--- config.mk ---
export PLATFORM = sky130hd
export DESIGN_NAME = serial_sub16_flat
export DESIGN_NICKNAME = d
export VERILOG_FILES = /design/src/rtl/serial_arith_pkg.sv /design/src/rtl/serial_sub16_if.sv /design/src/rtl/full_adder_bit.sv /design/src/rtl/serial_sub16.sv /design/src/flat_wrapper.sv
export SDC_FILE = /design/constraint.sdc
export NUM_CORES = 1
export LEC_CHECK = 0
export CAP_MARGIN = 5
export CORE_UTILIZATION = 30
export CTS_BUF_LIST = sky130_fd_sc_hd__clkbuf_8
export CTS_CLUSTER_DIAMETER = 40
export CTS_CLUSTER_SIZE = 40
export DETAILED_ROUTE_END_ITERATION = 7
export PLACE_DENSITY_LB_ADDON = 0.05
export SYNTH_ARGS = -nofsm -noshare
export SYNTH_HDL_FRONTEND = slang
export SYNTH_SLANG_ARGS = --single-unit
--- constraint.sdc ---
create_clock -name clk -period 2.75 [get_ports clk]
set_input_delay 0.4125 -clock clk [delete_from_list [all_inputs] [get_ports clk]]
set_output_delay 0.4125 -clock clk [all_outputs]
set_load 0.02 [all_outputs]
--- src/rtl/serial_arith_pkg.sv ---
// Shared constants for the bit-serial arithmetic blocks: default width and FSM encoding.
package serial_arith_pkg;

  localparam int DEF_WIDTH = 16;

  typedef enum logic [1:0] {
    IDLE = 2'd0,
    RUN  = 2'd1,
    DONE = 2'd2
  } state_t;

endpackage

--- src/rtl/serial_sub16_if.sv ---
// Operand/result bundle between the negator-side requester and the serial subtractor.
interface serial_sub16_if #(parameter int WIDTH = serial_arith_pkg::DEF_WIDTH);

  logic             start;
  logic [WIDTH-1:0] a;
  logic [WIDTH-1:0] b_bar;
  logic [WIDTH-1:0] diff;
  logic             borrow;
  logic             overflow;
  logic             busy;
  logic             done;

  modport master (
    output start, a, b_bar,
    input  diff, borrow, overflow, busy, done
  );

  modport slave (
    input  start, a, b_bar,
    output diff, borrow, overflow, busy, done
  );

endinterface

--- src/rtl/full_adder_bit.sv ---
// One-bit full adder from two-input NANDs, matching the gate-level style of the negator.
module full_adder_bit (
  input  logic x,
  input  logic y,
  input  logic cin,
  output logic s,
  output logic cout
);

  logic n1, n2, n3, h, n5, n6, n7;

  // Classic nine-NAND adder: first half-adder on x/y, second on h/cin.
  assign n1   = ~(x & y);
  assign n2   = ~(x & n1);
  assign n3   = ~(y & n1);
  assign h    = ~(n2 & n3);
  assign n5   = ~(h & cin);
  assign n6   = ~(h & n5);
  assign n7   = ~(cin & n5);
  assign s    = ~(n6 & n7);
  assign cout = ~(n1 & n5);

endmodule

--- src/rtl/serial_sub16.sv ---
// Bit-serial subtractor: a + b_bar + 1, LSB first, one full adder and a registered carry.
module serial_sub16
  import serial_arith_pkg::*;
#(
  parameter int WIDTH = DEF_WIDTH
) (
  input  logic          clk,
  input  logic          rst,
  serial_sub16_if.slave bus
);

  localparam int CW = $clog2(WIDTH);

  state_t           state, state_nxt;
  logic [WIDTH-1:0] a_sr, b_sr, res_sr;
  logic [WIDTH-1:0] diff_q;
  logic             borrow_q, ovf_q;
  logic             carry;
  logic [CW-1:0]    cnt;
  logic             fa_s, fa_cout;
  logic             last_bit;

  full_adder_bit u_fa (
    .x    (a_sr[0]),
    .y    (b_sr[0]),
    .cin  (carry),
    .s    (fa_s),
    .cout (fa_cout)
  );

  assign last_bit = (cnt == CW'(WIDTH-1));

  always_comb begin
    state_nxt = state;
    case (state)
      IDLE:    if (bus.start) state_nxt = RUN;
      RUN:     if (last_bit)  state_nxt = DONE;
      DONE:    state_nxt = IDLE;
      default: state_nxt = IDLE;
    endcase
  end

  always_ff @(posedge clk) begin
    if (rst) begin
      state    <= IDLE;
      a_sr     <= '0;
      b_sr     <= '0;
      res_sr   <= '0;
      diff_q   <= '0;
      borrow_q <= 1'b0;
      ovf_q    <= 1'b0;
      carry    <= 1'b0;
      cnt      <= '0;
    end else begin
      state <= state_nxt;
      case (state)
        IDLE: if (bus.start) begin
          a_sr  <= bus.a;
          b_sr  <= bus.b_bar;
          carry <= 1'b1;  // the +1 of two's-complement negation
          cnt   <= '0;
        end
        RUN: begin
          a_sr   <= a_sr >> 1;
          b_sr   <= b_sr >> 1;
          res_sr <= {fa_s, res_sr[WIDTH-1:1]};
          carry  <= fa_cout;
          cnt    <= cnt + 1'b1;
          // On the MSB bit, 'carry' is still the carry into the MSB.
          if (last_bit) begin
            diff_q   <= {fa_s, res_sr[WIDTH-1:1]};
            borrow_q <= ~fa_cout;
            ovf_q    <= carry ^ fa_cout;
          end
        end
        default: ;
      endcase
    end
  end

  assign bus.diff     = diff_q;
  assign bus.borrow   = borrow_q;
  assign bus.overflow = ovf_q;
  assign bus.busy     = (state == RUN);
  assign bus.done     = (state == DONE);

endmodule

--- src/flat_wrapper.sv ---
// flat-port wrapper written by rule: the top's interface ports become plain ports
module serial_sub16_flat import serial_arith_pkg::*;
#(
  parameter int WIDTH = DEF_WIDTH
)
  (clk, rst, bus_start, bus_a, bus_b_bar, bus_diff, bus_borrow, bus_overflow, bus_busy, bus_done);
  serial_sub16_if #(.WIDTH(WIDTH)) bus_i ();
  input  logic clk;
  input  logic rst;
  input wire logic [$bits(bus_i.start)-1:0] bus_start;
  input wire logic [$bits(bus_i.a)-1:0] bus_a;
  input wire logic [$bits(bus_i.b_bar)-1:0] bus_b_bar;
  output wire logic [$bits(bus_i.diff)-1:0] bus_diff;
  output wire logic [$bits(bus_i.borrow)-1:0] bus_borrow;
  output wire logic [$bits(bus_i.overflow)-1:0] bus_overflow;
  output wire logic [$bits(bus_i.busy)-1:0] bus_busy;
  output wire logic [$bits(bus_i.done)-1:0] bus_done;
  assign bus_i.start = bus_start;
  assign bus_i.a = bus_a;
  assign bus_i.b_bar = bus_b_bar;
  assign bus_diff = bus_i.diff;
  assign bus_borrow = bus_i.borrow;
  assign bus_overflow = bus_i.overflow;
  assign bus_busy = bus_i.busy;
  assign bus_done = bus_i.done;
  serial_sub16 #(.WIDTH(WIDTH)) u_core (.clk(clk), .rst(rst), .bus(bus_i));
endmodule
# Word level (Yosys, flattened, before mapping)
# Cells that the tools add are included.
# Widths: inputs -> output; s select.
word_totals:
  in_bits: 35
  output_inout_bits: 20
  elab_cells: 50
  regBits: 73
op_classes:
  reduce_logical: 5
  n_addsub: 1
  n_eq_ne: 5
  bitwise_logic: 19
  n_mux: 11
ops:
  columns: ["op", "n"]
  rows:
  - ["$pmux 16 s2", 2]
  - ["$mux 16", 2]
  - ["$and 1x1->1", 9]
  - ["$not 1->1", 9]
  - ["$pmux 4 s2", 1]
  - ["$reduce_and 2->1", 3]
  - ["$add 4x1->4 const B", 1]
  - ["$eq 4x4->1 const B", 1]
  - ["$mux 2", 2]
  - ["$mux 4", 1]
  - ["$pmux 2 s2", 1]
  - ["$eq 2x1->1 const B", 1]
  - ["$eq 2x2->1 const B", 1]
  - ["$logic_not 2->1", 1]
  - ["$ne 2x1->1 const B", 1]
  - ["$ne 2x2->1 const B", 1]
  - ["$pmux 1 s2", 1]
  - ["$reduce_bool 2->1", 1]
  - ["$mux 1", 1]
  - ["$xor 1x1->1", 1]

# Depth between registers and ports, before layout
# Gate-level depths: netlist (run 1).
logic_depth:
  depth_word: 12
  mapped_depth: 7
  mapped_depth_nobuf: 5

# Hierarchy
# From an unflattened synthesis (run 1), not the netlist that was laid out.
unflattened:
  hier_cells: 341
  area_unflattened_um2: 3220.6
by_module_without_submodules:
  columns: ["mod", "cells_per_inst", "area_per_inst_um2", "seq_area_each_um2", "instances"]
  rows:
  - ["serial_sub16", 340, 3200.6, 1441.4, 1]
  - ["full_adder_bit", 1, 20.0, 0.0, 1]

# Worst setup path after synthesis (run 1)
# Ideal clock, no wire load.
synth_timing:
  kind: "reg-to-output"
  start: "register u_core.state[1]"
  end: "output bus_done"
  required_ns: 2.338
  slack_ns: 1.239
  t_arrival_ns: 1.099
  n_path_buf: 2
  path_stages_with_launch: 4
  cell_sequence: "dfxtp_1 -> buf_2 -> clkbuf_1 -> nor2b_1"
synth_via:
  elab_chain_cells: 1
synth_lines:
  columns: ["element", "line", "source"]
  rows:
  - ["start, declared", "serial_sub16.sv:14", "state_t state, state_nxt;"]
  - ["start signal, assigned", "serial_sub16.sv:55", "state <= state_nxt;"]
  - ["$eq 2x2->1", "serial_sub16.sv:85", "assign bus.done = (state == DONE);"]
  - ["end, declared", "flat_wrapper.sv:17", "output wire logic [$bits(bus_i.done)-1:0] bus_done;"]
# No other way between the ends.

# Worst setup path in the final report (run 1)
# Ends and elaborated chain as after synthesis.

==> results of run 1 <==
[layout make-up]
cell class | count | share of cell area [%]
clock buffer | 9 | 3.052
timing repair buffer | 64 | 15.04
multi-input combinational | 279 | 38.87
clock inverter | 7 | 2.928
sequential | 72 | 35.54
inverter | 4 | 0.3699
tap | 136 | 4.192
[through the flow]
| step | hold WS, ps | cell area (µm²) | utilization (%) | worst slack [ps] | power, W |
|---|---|---|---|---|---|
| final | 464.3 | 4059 | 39.14 | 610.3 | 0.002398 |
| after global routing | 486.9 | 4059 | 39.14 | 523.6 | 0.002530 |
| after CTS | 466.4 | 4059 | 39.14 | 567.2 | 0.002446 |
| after detailed placement | 454.9 | 3816 | 36.80 | 474.9 | 0.001419 |
| after global placement | 444.5 | 3816 | 36.80 | 531.9 | 0.001418 |
| after floorplan | 436.6 | 3214 | - | 1239 | 0.001329 |
[cells in the mapped netlist, drive strengths merged, types with 4 or more instances]
library cell	instances	area, µm²
inv	4	15.01
buf	17	108.9
or3b	30	262.8
a211oi	5	37.54
nand2	33	123.9
nor3	29	175.2
o21ai	17	85.08
dfxtp	72	1441
clkbuf	19	71.32
nand3	20	100.1
nand2b	32	200.2
nor2	32	120.1
a21oi	65	325.3
[report_power, final]
group | leakage (nW) | total [W] | internal, W | switching, W
Clock | 0.121 | 0.00101 | 0.000604 | 0.000405
Combinational | 0.716 | 0.000276 | 0.000135 | 0.000141
Sequential | 0.589 | 0.00111 | 0.00109 | 0.0000221
Total | 1.43 | 0.00240 | 0.00183 | 0.000568
[sequential cells by signal, summed over array words and instances (netlist names)]
register,flops
u_core.carry,1
u_core.bus.diff,16
u_core.bus.borrow,1
u_core.state,2
u_core.a_sr,16
u_core.cnt,4
u_core.bus.overflow,1
u_core.res_sr,15
u_core.b_sr,16
[cell families after synthesis]
| family | Yosys count | synth area share (%) |
|---|---|---|
| simple gates | 181 | 31.69 |
| buf+inv | 40 | 6.072 |
| compound gates | 95 | 16.12 |
| flops | 72 | 44.84 |
| xor+xnor | 1 | 0.2725 |
| fa+ha+maj | 2 | 1.012 |
[final timing paths]
path	from	to	cells after the start
worst max-delay path	u_core.state[1]$_SDFFE_PP0P_	bus_done	3
worst min-delay path	u_core.res_sr[1]$_SDFFE_PP0P_	u_core.res_sr[1]$_SDFFE_PP0P_	2
worst max register to register	u_core.cnt[0]$_SDFFE_PP0P_	u_core.bus.diff[13]$_SDFFE_PP0P_	4
worst min register to register	u_core.res_sr[1]$_SDFFE_PP0P_	u_core.res_sr[1]$_SDFFE_PP0P_	2
[worst min-delay path, delay by kind of cell, from the launching register on]
| kind | cells | cell delay, ps |
|---|---|---|
| simple gates | 1 | 50 |
| compound gates | 1 | 60 |
| flops | 1 | 310 |
[routing by layer]
layer  GRT usage, %  vias up  share of wire, %
li1               -     1412                 -
met1          18.68     1273                50
met2          22.65       39                46
met3          2.721        8               3.3
met4          5.952        0               1.2
met5              0        -                 0
==> impl.org, run 1 <==
** Run status
- The flow ran to the end, and the final reports show no timing, DRC or antenna violations.

** Power and ir drop
- Summed over all cells, the static leakage comes to 1.426 nW.
- Dividing total power by cell area gives a power density of 590.7 nW/µm².
- VDD sags by at most 0.0001978 V.

** Worst setup path
- Data arrives at the worst endpoint at 1730 ps.
- For flop-to-flop paths, the worst setup slack is 1020 ps.
- STA classifies the critical path startpoint as a register.
- For this design, the slowest cell found on the critical path is sky130_fd_sc_hd__clkdlybuf4s50_1.
- Endpoint required time on the critical path :: 2340 ps
- The critical path contains buffers and inverters numbering 2 combined.
- Setup crit end kind :: output pin
- The cell family contributing the most delay on the critical path is buffers and inverters.
- Kind of critical path :: register to output pin
- Walking the worst path, the cells encountered are buf_4 -> nor2b_1 -> clkdlybuf4s50_1.
- For this run, the slowest stage of the critical path takes 620 ps.
- In this run the worst path has a maximum fanout of 22.

** STA
- For the final routed database, the setup TNS stands at 0 ps.
- Based on the critical path, the design can be clocked at up to 467.4 MHz.
- At the pin with the least slew margin, the transition time is 796.5 ps.
- Clock Skew :: 11.17 ps
- Period minus WS final :: 2140 ps
- Unrepaired setup endpoints after global routing :: no
- The count of pins over their slew limit was 0.
- The worst pin sits at a relative slew slack of 46.90%.
- Setup violations remaining at the end of the flow were counted as 0.
- Share of the clock period used by the worst path :: 77.81%
- Final number of hold-violating endpoints :: 0

** Routing
- The first detailed-routing pass ran for 4 iterations.
- Total length of routed wires :: 7470 µm
- For this run, design rule violations remaining after detail routing come to 0.
- Vias per cell :: 4.785
- Overall via count from detail_route :: 2732
- The first routing iteration left 138 violations.
- Avg WL per Cell :: 13.08 µm
- Antenna Nets Post-Route :: 0

** Clocking
- Post-CTS Setup Bufs :: 0
- CTS Root Buffer Type :: sky130_fd_sc_hd__clkbuf_8
- The number of hold buffers added after CTS was 0.
- Buffer depth of the longest clock path :: 2
- Register clock-pin slew on the reported worst setup and hold paths :: 80 ps
- The later pin in the worst-skew pair is clocked with a latency of 340 ps.
- H-tree level count :: 3
- Resize count post-CTS :: 0
- TritonCTS Buffers :: 9
- Clock tree from TritonCTS :: built
- For this design, the sink count on the clock tree is 72.

** Finish
- In the final layout, flip-flops and latches occupy 1443 µm².
- The post-route netlist has 8.276% of its cells at a drive strength greater than 1.
- The library cell used most frequently in the layout, excluding fill and tap cells, is sky130_fd_sc_hd__dfxtp_1.
- In the final design database the tool counted 467 nets.
- Antenna diodes :: 0
- Relative to the synthesized area, the layout overhead comes to 26.27%.
- FILL cells :: 1094
- Count of non-filler cells in the finished layout :: 571
- In the final layout, the multi-input gates occupy 1578 µm².
- In the layout the commonest cells are sky130_fd_sc_hd__dfxtp_1, sky130_fd_sc_hd__a21oi_1, sky130_fd_sc_hd__clkdlybuf4s50_1, sky130_fd_sc_hd__nand2_1.

** Floorplan
- Once the floorplan was initialized, standard cells occupied 31.00% of the core.
- Number of placement rows :: 37
- Measured along the y axis, the die boundary spans 105.5 µm.
- Die Footprint :: 11130 µm²
- 55 I/O pins were placed.
- Placeable core region :: 10370 µm²
- Measured along the x axis, the die boundary spans 105.5 µm.

** Synthesis
- Syn_nets :: 428
- The cell area that synthesis handed to floorplanning was 3214 µm².
- Number of instances in the synthesized netlist :: 391
- Proportion of synthesized flip-flops having asynchronous set or reset :: 0%
- Yosys mapped a number of flops with a built-in enable equal to 0.
- Synth Warn # :: 0
- Fraction of the yosys area taken by sequential cells :: 44.84%
- The average instance in the mapped netlist occupies 8.221 µm².
- Cell variety after synth :: 34
- Most common flop cell mapped by yosys :: sky130_fd_sc_hd__dfxtp_1
- In this run, synthesis produced a sequential element count of 72.

** Global route
- Summed over all layers, the global routing overflow is 0.
- The initial antenna violation count came to 0.
- Vias in the first global route :: 2658
- All-layer global routing usage :: 14.18%
- Entering global routing, the biggest net connects 73 pins.
- The first global-routing pass estimated 12650 µm of wire.

** Placed design
- Once placement completed, the tool counted placed cells totaling 555.
- HPWL Detailed :: 4523 µm
- The congestion estimate from routability-driven global placement came to 0.6840.
- The count of buffers added on input and output ports is 54.

** Run
- Max Cap Viol :: 0

** Min path
- The path class of the tightest hold or removal check is register to register.
(Power assumes the default switching activity.)
==> run 2: changes to the inputs <==
==> constraint.sdc (replaced) <==
create_clock -name clk -period 1.9 [get_ports clk]
set_input_delay 0.285 -clock clk [delete_from_list [all_inputs] [get_ports clk]]
set_output_delay 0.285 -clock clk [all_outputs]
set_load 0.02 [all_outputs]
==> run 2 against run 1 <==
  * Flip-flop and latch count unchanged
  * Sequential share of layout area down 0.35 points
  * Setup slack worse by 530 ps
  * Largest power group unchanged
  * Critical path depth down 1
  * Clock power up 18%
  * Non-clock buffer count up 6
  * Die area unchanged
  * Final cell count up 0.88%
==> impl.org, run 2 (same netlist as run 1, synthesis figures left out) <==
** Worst setup path
- The slack of the worst reg-to-reg path was 490 ps (-530 ps).
- STA classifies the critical path startpoint as a register.
- The endpoint identified for the worst register-to-register timing path is u_core.bus.diff[12]$_SDFFE_PP0P_.
- End point of the critical path :: bus_done
- Worst-path maximum fanout :: 4 (-82%)
- The worst register-to-register path begins at u_core.cnt[0]$_SDFFE_PP0P_.
- The worst path required time is 1620 ps (-720 ps).
- The worst setup path is captured at an output pin.
- The arrival time at the worst endpoint was 1530 ps (-200 ps).
- The most critical setup path has its startpoint at u_core.state[1]$_SDFFE_PP0P_.
- The depth of the worst register-to-register path was 5 (+1).
- The setup path with the least slack is of type register to output pin.

** STA
- The worst max-slew margin expressed relative to the limit is 70.86% (+24 points).
- Count of final max-slew check failures :: 0 (unchanged)
- Clock Skew :: 6.774 ps (-4.393 ps)
- Setup TNS :: 0 ps (unchanged)
- Timing would allow up to 550.1 MHz.
- The count of endpoints failing setup in the final report came to 0 (unchanged).
- Setup repair after global routing left no endpoint under its margin.
- Final number of hold-violating endpoints :: 0 (unchanged)
- Counting I/O delays and the setup requirement, the final critical path takes 1818 ps.
- Setup ws final :: 82.20 ps (-528.1 ps)
- Worst Tran Pin Value :: 437.1 ps (-359.4 ps)
- The worst path uses 95.67% of the clock period.

** Global route
- The number of global-route vias before repair came to 2683 (+0.94%).
- The total congestion overflow after global routing was 0 (unchanged).
- Wire length of the first global-routing pass :: 12960 µm (+2.5%)
- The initial antenna violation count was 0 (unchanged).
- Largest net degree at the start of global routing :: 51 (-30%)
- All-layer global routing usage :: 14.48% (+0.31 points)

** Clocking
- Source-to-sink clock delay at the later pin of the worst-skew pair :: 340 ps (about the same)
- The number of clock buffers inserted by TritonCTS was 9 (unchanged).
- Buffer depth of the longest clock path :: 2 (unchanged)
- Register clock-pin slew on the reported worst setup and hold paths :: 70 ps (about the same)
- CTS Root Buffer Type :: sky130_fd_sc_hd__clkbuf_8
- Sink count of the clock tree :: 72 (unchanged)
- The post-CTS setup-driven buffer insertion count was 0 (unchanged).
- The number of H-tree branching levels was 3 (unchanged).
- TritonCTS built the clock tree.

** Power and ir drop
- Power spent charging and discharging nets :: 0.0008300 W (+46%)
- Total power divided by cell area :: 785.2 nW/µm² (+33%)
- Net Sw Frac :: 25.79% (+2.1 points)
- The cell-internal power is 0.002388 W (+31%).
- The share of total power in sequential cells is 50.1% (+3.7 points).
- Largest voltage drop on the vdd net :: 0.0003546 V (+79%)
- The cell leakage power is 1.464 nW (+2.7%).
- The clock group share of total power is 36.9% (-5.2 points).
- The share of power burned in combinational logic came to 13.0% (+1.5 points).

** Min path
- The number of cells on the worst hold path is 2 (unchanged).
- Hold crit path type :: input port to register

** Finish
- In the layout the commonest cells are sky130_fd_sc_hd__dfxtp_1, sky130_fd_sc_hd__a21oi_1, sky130_fd_sc_hd__clkdlybuf4s50_1, sky130_fd_sc_hd__nand2_1.
- The share of layout cells above drive strength 1 was 9.318% (+1.0 points).
- FILL cells :: 1102 (+0.73%)
- The number of nets in the finished design came to 473 (+1.3%).
- The antenna diode instance count was 0 (unchanged).
- The final cell count without fillers is 576 (+0.88%).
- Final Instance Area :: 4099 µm² (+0.99%)
- From synthesis to final layout, the design area changed by 27.52%.
- Leading cell type in the layout, fill and taps excluded :: sky130_fd_sc_hd__dfxtp_1
- Layout Utilization :: 39.53% (+0.39 points)

** Floorplan
- Vertical die dimension :: 105.5 µm (unchanged)
- Number of placement rows :: 37 (unchanged)
- The placeable core region came to 10370 µm² (unchanged).
- Io pins :: 55 (unchanged)
- Initial Utilization :: 31.00% (unchanged)
- The area enclosed by the die boundary came to 11130 µm² (unchanged).
- The die boundary width is 105.5 µm (unchanged).

** Routing
- Avg WL per Cell :: 13.04 µm (-0.35%)
- 1st-pass router iterations :: 4 (unchanged)
- The final wirelength was 7509 µm (+0.52%).
- The residual DRC count came to 0 (unchanged).
- The number of violations reported at the end of detailed-routing iteration 0 was 109 (-21%).
- Vias per cell :: 4.753 (-0.65%)
- The residual antenna-violating net count after detailed routing came to 0 (unchanged).
- Overall via count from detail_route :: 2738 (+0.22%)

** Placed design
- The detailed placement HPWL was 4649 µm (+2.8%).
- The total cell area at the placement stage came to 3911 µm² (+2.5%).
- The worst setup slack before clock tree synthesis is 191.0 ps (-284.0 ps).
- Placed cells :: 561 (+1.1%)
- Final GP Congestion :: 0.6779 (-0.89%)
- Count of buffers inserted at the top-level ports :: 54 (unchanged)

** Run status
- The flow ran to the end, and the final reports show no timing, DRC or antenna violations.

** Run
- The number of max-cap violations was 0 (unchanged).
[run 2: area by class of cell]
cell class	count	area, µm²	area share, %
multi-input cells	279	1578	38.49
flip-flops and latches	72	1443	35.20
repair buffers	70	708.2	17.28
well taps	136	170.2	4.151
clock buffers	9	123.9	3.022
clock inverters	6	61.31	1.496
inverters	4	15.01	0.3663
[run 2: repair_timing]
item / in CTS / in global routing
gates resized for setup: 0 / 1
setup endpoints to repair: 0 / 1
hold buffers: 0 / 0
[run 2: stage by stage]
stage	hold WS [ps]	total power, W
final	366.9	0.003218
after floorplan	436.6	0.001923
after global routing	377.2	0.003399
after CTS	354.4	0.003281
after detailed placement	458.1	0.002072
after global placement	443.5	0.002072
[run 2: worst min path at each step]
stage,endpoint,startpoint,slack [ps]
4_1_cts,u_core.cnt[1]$_SDFFE_PP0P_,rst,350
6_report,u_core.cnt[1]$_SDFFE_PP0P_,rst,370
2_1_floorplan,u_core.res_sr[1]$_SDFFE_PP0P_,u_core.res_sr[1]$_SDFFE_PP0P_,440
3_5_place_dp,u_core.res_sr[1]$_SDFFE_PP0P_,u_core.res_sr[1]$_SDFFE_PP0P_,460
3_3_place_gp,u_core.res_sr[1]$_SDFFE_PP0P_,u_core.res_sr[1]$_SDFFE_PP0P_,440
5_1_grt,u_core.cnt[1]$_SDFFE_PP0P_,rst,380
[run 2: worst max-delay path, cell delays in order (launching register included)]
cell,delay (ps)
sky130_fd_sc_hd__dfxtp_1,380
sky130_fd_sc_hd__nor2b_1,180
sky130_fd_sc_hd__clkdlybuf4s50_1,630
[run 2: power by group through the flow]
stage / Sequential (W) / Combinational [W] / Clock (W)
detailed placement: 0.00165 / 0.000426 / 0
finish: 0.00161 / 0.000420 / 0.00119
global route: 0.00162 / 0.000470 / 0.00131
global placement: 0.00165 / 0.000427 / 0
CTS: 0.00161 / 0.000428 / 0.00124
floorplan: 0.00164 / 0.000286 / 0
[run 2: layer usage]
metal | global-route usage (%) | share of wire [%]
met1 | 19.75 | 52
met2 | 22.60 | 44
met3 | 2.474 | 2.8
met4 | 5.952 | 1.7
met5 | 0 | 0
